## config.mk

```make
export PLATFORM = sky130hd
export DESIGN_NAME = bellek_yonlendirici
export DESIGN_NICKNAME = d
export VERILOG_FILES = /design/src/rtl/bellek_yonlendirici.sv
export SDC_FILE = /design/constraint.sdc
export NUM_CORES = 1
export LEC_CHECK = 0
export ABC_CLOCK_PERIOD_IN_PS = 5950
export BUFFER_PORTS_ARGS = -buffer_cell sky130_fd_sc_hd__buf_2
export CAP_MARGIN = 10
export CORE_MARGIN = 2
export CORE_UTILIZATION = 48
export CTS_CLUSTER_SIZE = 40
export DETAILED_ROUTE_END_ITERATION = 16
export PLACE_DENSITY = 0.95
export SETUP_SLACK_MARGIN = 0.15
export SYNTH_ARGS = -nofsm -noshare
export SYNTH_HDL_FRONTEND = slang
export SYNTH_SLANG_ARGS = --single-unit
```

## constraint.sdc

```tcl
create_clock -name clk_i -period 5.95 [get_ports clk_i]
set_input_delay 0.595 -clock clk_i [delete_from_list [all_inputs] [get_ports clk_i]]
set_output_delay 0.595 -clock clk_i [all_outputs]
set_load 0.05 [all_outputs]
```

## src/rtl/bellek_yonlendirici.sv

```systemverilog
// Load/store router from the core memory stage to KANAL_SAYISI slave channels,
// with region decode, read-only protection, single-outstanding handshake and timeout.
//
// state | meaning
// BOSTA | idle, istek_hazir_o high, waiting for a core request
// ISTEK | request held on the selected channel until it accepts
// YANIT | waiting for the selected channel's response pulse
// BITTI | one-cycle response to the core (data or error)
module bellek_yonlendirici #(
    parameter int ADRES_BIT = 32,
    parameter int VERI_BIT = 32,
    parameter int KANAL_SAYISI = 3,
    parameter logic [3*KANAL_SAYISI-1:0] BOLGE_HARITASI = {3'd3, 3'd2, 3'd4},
    parameter logic [KANAL_SAYISI-1:0] SALT_OKU = 3'b100,
    parameter int ZAMAN_ASIMI = 255
) (
    input  logic                           clk_i,
    input  logic                           rst_i,
    input  logic                           istek_gecerli_i,
    output logic                           istek_hazir_o,
    input  logic                           bellege_yaz_i,
    input  logic                           bellekten_oku_i,
    input  logic [ADRES_BIT-1:0]           adres_i,
    input  logic [VERI_BIT-1:0]            yaz_veri_i,
    output logic                           yanit_gecerli_o,
    output logic                           hata_o,
    output logic [VERI_BIT-1:0]            oku_veri_o,
    output logic [KANAL_SAYISI-1:0]        kanal_istek_o,
    output logic                           kanal_yaz_o,
    output logic                           kanal_oku_o,
    output logic [ADRES_BIT-1:0]           kanal_adres_o,
    output logic [VERI_BIT-1:0]            kanal_veri_o,
    input  logic [KANAL_SAYISI-1:0]        kanal_hazir_i,
    input  logic [KANAL_SAYISI-1:0]        kanal_yanit_gecerli_i,
    input  logic [KANAL_SAYISI*VERI_BIT-1:0] kanal_oku_veri_i
);

    localparam int SAYAC_BIT = (ZAMAN_ASIMI > 0) ? $clog2(ZAMAN_ASIMI + 1) : 1;
    localparam logic [SAYAC_BIT-1:0] SAYAC_SON =
        (ZAMAN_ASIMI > 0) ? SAYAC_BIT'(ZAMAN_ASIMI - 1) : '0;

    typedef enum logic [1:0] {BOSTA, ISTEK, YANIT, BITTI} durum_t;

    durum_t                  durum, durum_n;
    logic [KANAL_SAYISI-1:0] sec_q, sec_n, bolge_eslesme, cozulen;
    logic [SAYAC_BIT-1:0]    sayac;
    logic [2:0]              bolge;
    logic                    kabul, zaman_doldu, hata_n;
    logic [VERI_BIT-1:0]     veri_n, secili_veri;

    assign bolge         = adres_i[ADRES_BIT-2 -: 3];
    assign istek_hazir_o = (durum == BOSTA);
    assign zaman_doldu   = (ZAMAN_ASIMI != 0) && (sayac == SAYAC_SON);

    always_comb begin
        bolge_eslesme = '0;
        for (int k = 0; k < KANAL_SAYISI; k++)
            bolge_eslesme[k] = (BOLGE_HARITASI[3*k +: 3] == bolge);
    end

    // isolate the lowest matching channel so overlapping map entries resolve to the lowest k
    assign cozulen = bolge_eslesme & (~bolge_eslesme + KANAL_SAYISI'(1));

    always_comb begin
        secili_veri = '0;
        for (int k = 0; k < KANAL_SAYISI; k++)
            if (sec_q[k])
                secili_veri = secili_veri | kanal_oku_veri_i[VERI_BIT*k +: VERI_BIT];
    end

    always_comb begin
        durum_n = durum;
        sec_n   = sec_q;
        hata_n  = hata_o;
        veri_n  = oku_veri_o;
        kabul   = 1'b0;
        case (durum)
            BOSTA: begin
                if (istek_gecerli_i) begin
                    kabul = 1'b1;
                    sec_n = cozulen;
                    if ((cozulen == '0) || (bellege_yaz_i == bellekten_oku_i) ||
                        (bellege_yaz_i && ((cozulen & SALT_OKU) != '0))) begin
                        durum_n = BITTI;
                        hata_n  = 1'b1;
                        veri_n  = '0;
                    end else begin
                        durum_n = ISTEK;
                    end
                end
            end
            ISTEK: begin
                if (zaman_doldu) begin
                    durum_n = BITTI;
                    hata_n  = 1'b1;
                    veri_n  = '0;
                end else if ((kanal_hazir_i & sec_q) != '0) begin
                    durum_n = YANIT;
                end
            end
            YANIT: begin
                // a response in the timeout cycle still completes the access
                if ((kanal_yanit_gecerli_i & sec_q) != '0) begin
                    durum_n = BITTI;
                    hata_n  = 1'b0;
                    veri_n  = kanal_oku_o ? secili_veri : '0;
                end else if (zaman_doldu) begin
                    durum_n = BITTI;
                    hata_n  = 1'b1;
                    veri_n  = '0;
                end
            end
            BITTI: durum_n = BOSTA;
            default: durum_n = BOSTA;
        endcase
    end

    always_ff @(posedge clk_i or negedge rst_i) begin
        if (!rst_i) begin
            durum           <= BOSTA;
            sec_q           <= '0;
            sayac           <= '0;
            kanal_istek_o   <= '0;
            yanit_gecerli_o <= 1'b0;
            hata_o          <= 1'b0;
            oku_veri_o      <= '0;
            kanal_yaz_o     <= 1'b0;
            kanal_oku_o     <= 1'b0;
            kanal_adres_o   <= '0;
            kanal_veri_o    <= '0;
        end else begin
            durum           <= durum_n;
            sec_q           <= sec_n;
            hata_o          <= hata_n;
            oku_veri_o      <= veri_n;
            yanit_gecerli_o <= (durum_n == BITTI);
            kanal_istek_o   <= (durum_n == ISTEK) ? sec_n : '0;
            if (kabul) begin
                sayac         <= '0;
                kanal_yaz_o   <= bellege_yaz_i;
                kanal_oku_o   <= bellekten_oku_i;
                kanal_adres_o <= adres_i;
                kanal_veri_o  <= yaz_veri_i;
            end else if ((durum == ISTEK) || (durum == YANIT)) begin
                sayac <= sayac + SAYAC_BIT'(1);
            end
        end
    end

endmodule

```

* Word level (Yosys, flattened, before mapping)
Cells that the tools add are included.
** Cells by class
- Equal/unequal tests :: 12
- Muxes and demuxes :: 28
- Add/subtract/negate cells :: 2
- Reductions and logical operators :: 11
- Bitwise operators :: 6
** Operators with widths (count)
- $mux W32 :: 8
- $pmux W32 S3 :: 1
- $or A32 B32 Y32 :: 2
- $mux W8 :: 2
- $mux W2 :: 6
- $and A3 B3 Y3 :: 3
- $mux W3 :: 3
- $reduce_bool A3 Y1 :: 3
- $add A8 B1 Y8 const B :: 1
- $eq A8 B8 Y1 const B :: 1
- $pmux W2 S4 :: 1
- $eq A2 B2 Y1 const B :: 3
- $eq A2 B3 Y1 const A :: 2
- $mux W1 :: 6
- $eq A2 B1 Y1 const B :: 2
- $add A3 B1 Y3 const B :: 1
- $eq A3 B3 Y1 const A :: 1
- $logic_not A3 Y1 :: 1
- $logic_or A1 B1 Y1 :: 3
- $not A3 Y3 :: 1
- $pmux W1 S3 :: 1
- $reduce_and A3 Y1 :: 1
- $logic_not A2 Y1 :: 1
- $ne A2 B1 Y1 const B :: 1
- 4 further kinds :: 4
** Storage, ports and cells
- Flip-flop bits (word level) :: 116
- Logic and storage cells :: 70
- Output and inout port bits :: 104

* Longest topological paths before layout
- Depth after elaboration :: 12
- Mapped depth :: 9

* Worst setup path after synthesis
Ideal clock, no wire load.
- Path type :: register -> register
- Start :: register durum[0]
- End :: register oku_veri_o[11]
- Required time :: 5.824 ns
- Setup slack :: 3.618 ns
- Period minus slack after synthesis :: 2.332 ns
- Data arrival time :: 2.205 ns
- Stages on the path, launching flop included :: 10
- Cells stage by stage :: dfrtp_1 > inv_1 > ha_1 > clkbuf_1 > nor2b_1 > a22o_1 > or3_1 > buf_4 > buf_6 > o2bb2ai_2
** Between the ends
- Longest elaborated chain between the ends :: 3
- Elaborated cells on any way between the ends :: 8
- Classes of those cells :: eq/ne (4); mux (1); reduce/logical (3)
** RTL lines
- from (decl) :: line 44 : durum_t durum, durum_n;
- from (signal assigned) :: line 132 : durum <= durum_n;
- $logic_not A2 Y1 (*)
- via istek_hazir_o :: line 20 : output logic istek_hazir_o,
- $ne A2 B1 Y1 (no source line) (tied with other cells)
- $reduce_and A3 Y1 (no source line)
- to (signal assigned) :: line 135 : oku_veri_o <= veri_n;
- to (decl) :: line 27 : output logic [VERI_BIT-1:0] oku_veri_o,
Mark *: on every way through the listed nets, which the timed path passes. The rest lies on a longest branch.
A chain may end at the register's enable or synchronous reset.

* Worst setup path in the final report
- Start :: register durum[0]
- End :: output port istek_hazir_o
** Between the ends
- Longest elaborated chain between the ends :: 1
** RTL lines
- $logic_not A2 Y1 :: line 52 : assign istek_hazir_o = (durum == BOSTA);
- to (decl) :: line 20
Every way passes these cells.

==> flow_summary_export.csv <==
group,metric,value,unit
cells_and_area,drive_gt1_share,42.4,%
power,p_sw_share,23.5,%
global_routing,grt-ovfl-total,0,
critical_path,rr_endpoint,"oku_veri_o[24]",
global_routing,grt_max_degree,75,
sta,hold_violations,0,
power,powerDensity,261,nW/um2
clocking,clk_path_buf_depth,2,
route,routed_wl,15000,um
clocking,cts_tree,"done",
synthesis,synth_edf_count,0,
sta,fin_crit,2.39,ns
synthesis,yosysWarnings,0,
synthesis,ys_async_sr_fraction,100,%
synthesis,yosys-top-cells-area,"dfrtp_1 (57%), nand2_1 (15%), a222oi_1 (6.7%)",
route,vias,4844,
min_path,worstHoldPathType,"in2async",
synthesis,synth_seq_area_share,57.3,%
floorplanning,die_w,107,um
sta,rsz0062_at_grt,"false",
cells_and_area,postLayoutCellArea,7050,um2
placement,dp_hpwl,10800,um
floorplanning,die_area,11400,um2
cells_and_area,fillers,800,
cells_and_area,fin_util,68.6,%
sta,drv_slew,0,
clocking,cts_made_buffers,17,
global_routing,grt_usage,26.1,%
run_status,status,"finished, final reports clean",
power,switching_power,0.000432,W
sta,clock_skew,0.0132,ns
placement,dp_cells,880,
placement,io_buffers,274,
power,p_clk_share,52.9,%
run,cap_violations,0,
clocking,root_buffer,"clkbuf_8",
route,dr.pass1.iters,8,
route,vias_per_cell,5.31,
synthesis,netlist_instances,499,
critical_path,path_max_fanout,9,
floorplanning,rows,37,
clocking,cts_hold_buf,0,
critical_path,start_kind,"flip-flop",
sta,setup_viol,0,
critical_path,critical_path_class,"reg2out",
synthesis,syn_area_per_cell,10.2,um2
global_routing,grt_pass1_wl,23300,um
cells_and_area,nets,941,
critical_path,r2r_setup_slack,3.67,ns
power,p_int,0.00141,W
power,leakage,4.06,nW
floorplanning,die_y,107,um
cells_and_area,syn2layout_area_growth,39.2,%
critical_path,arrival,1.79,ns
placement,place_area,6480,um2
route,ant_nets,0,
sta,timing.fmax,419,MHz
clocking,insertion_delay,0.49,ns
synthesis,synth_cell_types,41,
cells_and_area,fin_cells,912,
synthesis,syn_area,5060,um2
global_routing,grt_pass1_vias,4811,
power,total_power,0.00184,W
floorplanning,coreArea,10300,um2
cells_and_area,mostFrequentLayoutCells,"buf_2 (273), nand2_1 (204), dfrtp_1 (116)",
sta,fin_setup_tns,0,ns
synthesis,synth_ff_type,"dfrtp_1",
sta,post-route-period-util,40.1,%
floorplanning,start_util,49.3,%
route,drt_iter0_markers,562,
power,peakVddDrop,0.000160,V
critical_path,crit_path_end,"istek_hazir_o",
synthesis,yosys.area.top_type,"dfrtp_1",
clocking,h-tree-depth,4,
sta,worstMarginPinSlew,0.865,ns
power,combPwrFrac,4.3,%
sta,slew_headroom,42.3,%
cells_and_area,final_common_cell,"buf_2",
route,wire_per_inst,16.4,um
clocking,cts_setup_buffers,0,
critical_path,cp.required,5.36,ns
cells_and_area,multiInputGateArea,1940,um2
critical_path,timing.rr.start,"durum[0]",
cells_and_area,register_area,2900,um2
clocking,cts.repair.resized,0,
clocking,cts.sinks,116,
placement,gp_congestion,0.866,
cells_and_area,antenna_cells,0,
critical_path,critPathLaunch,"durum[0]",
critical_path,cp-end-kind,"output pin",
route,drc_errors,0,
clocking,clk_pin_slew_worst_paths,0.07,ns
synthesis,synth.ff_latch_count,116,
critical_path,r2r_cells,7,
global_routing,antenna_found_initial,0,
synthesis,yosysTopAreaCellShare,57.3,%
synthesis,synth_nets,677,
floorplanning,io_pins,275,
power,seq_power_share,42.8,%
per-layer routing:
| layer | share of wire (%) | vias to the layer above | GRT usage, % |
|---|---|---|---|
| met5 | 0 | - | 0 |
| met4 | 3.0 | 0 | 10.5 |
| met3 | 9.4 | 36 | 8.39 |
| met2 | 50 | 272 | 44.1 |
| met1 | 38 | 2288 | 31.0 |
| li1 | - | 2248 | - |
stage by stage:
step                setup WS, ns  hold slack (ns)
floorplan                   3.62            0.299
global placement            3.66            0.453
detailed placement          3.61            0.457
CTS                         3.52           0.0903
global route                3.46            0.109
finish                      3.56           0.0893
cell families (layout without fill, tap and decap cells):
family | Yosys count | after routing | synth area share (%)
AND/OR/NAND/NOR | 239 | 239 | 19.2
flip-flops | 116 | 116 | 57.3
AO/OA/AOI/OAI | 83 | 83 | 15.8
buffers and inverters | 46 | 323 | 4.47
adder cells (fa/ha/maj) | 7 | 7 | 1.73
XOR/XNOR | 7 | 7 | 1.21
multiplexers | 1 | 1 | 0.198
cell type report:
cell class	instances	area share (%)
inverters	9	0.479
multi-input cells	337	27.5
clock buffers	18	6.07
flip-flops and latches	116	41.2
clock inverters	14	2.02
well taps	136	2.41
repair buffers	282	20.3
power by group through the flow:
stage               Clock [W]  Sequential [W]  Combinational [W]
CTS                  0.000985        0.000789          0.0000792
global route          0.00103        0.000789          0.0000865
floorplan                   0        0.000804         0.00000367
detailed placement          0        0.000803          0.0000788
finish               0.000974        0.000789          0.0000785
global placement            0        0.000803          0.0000779
sequential cells by signal, summed over array words and instances (netlist names):
signal           flops
sayac                8
kanal_oku_o          1
kanal_yaz_o          1
sec_q                3
kanal_istek_o        3
kanal_veri_o        32
oku_veri_o          32
hata_o               1
kanal_adres_o       32
yanit_gecerli_o      1
durum                2
worst min-delay path by stage:
stage	startpoint	end	slack, ns	cells after the start
finish	rst_i	kanal_veri_o[12]	0.09	1
global route	rst_i	kanal_veri_o[12]	0.11	1
CTS	rst_i	kanal_veri_o[8]	0.09	1
detailed placement	kanal_adres_o[20]	kanal_adres_o[20]	0.46	2
global placement	kanal_adres_o[29]	kanal_adres_o[29]	0.45	2
floorplan	rst_i	durum[0]	0.30	0
Yosys cell counts (3+ instances only):
library cell / n
ha_1: 7
a222oi_1: 34
nor2_1: 10
xnor2_1: 3
buf_2: 3
o2bb2ai_2: 10
nand2_1: 205
buf_6: 6
buf_1: 3
nand2b_1: 4
o2bb2ai_1: 22
xor2_1: 4
or3_1: 3
inv_1: 9
clkbuf_1: 23
dfrtp_1: 116
nor2b_1: 3
o21ai_0: 5
worst max-delay path, cell delays in order (launching register included):
cell and delay, ns:
dfrtp_1 0.43, inv_1 0.14, ha_1 0.37, buf_2 0.36
Power figures use the tool's default switching activity.
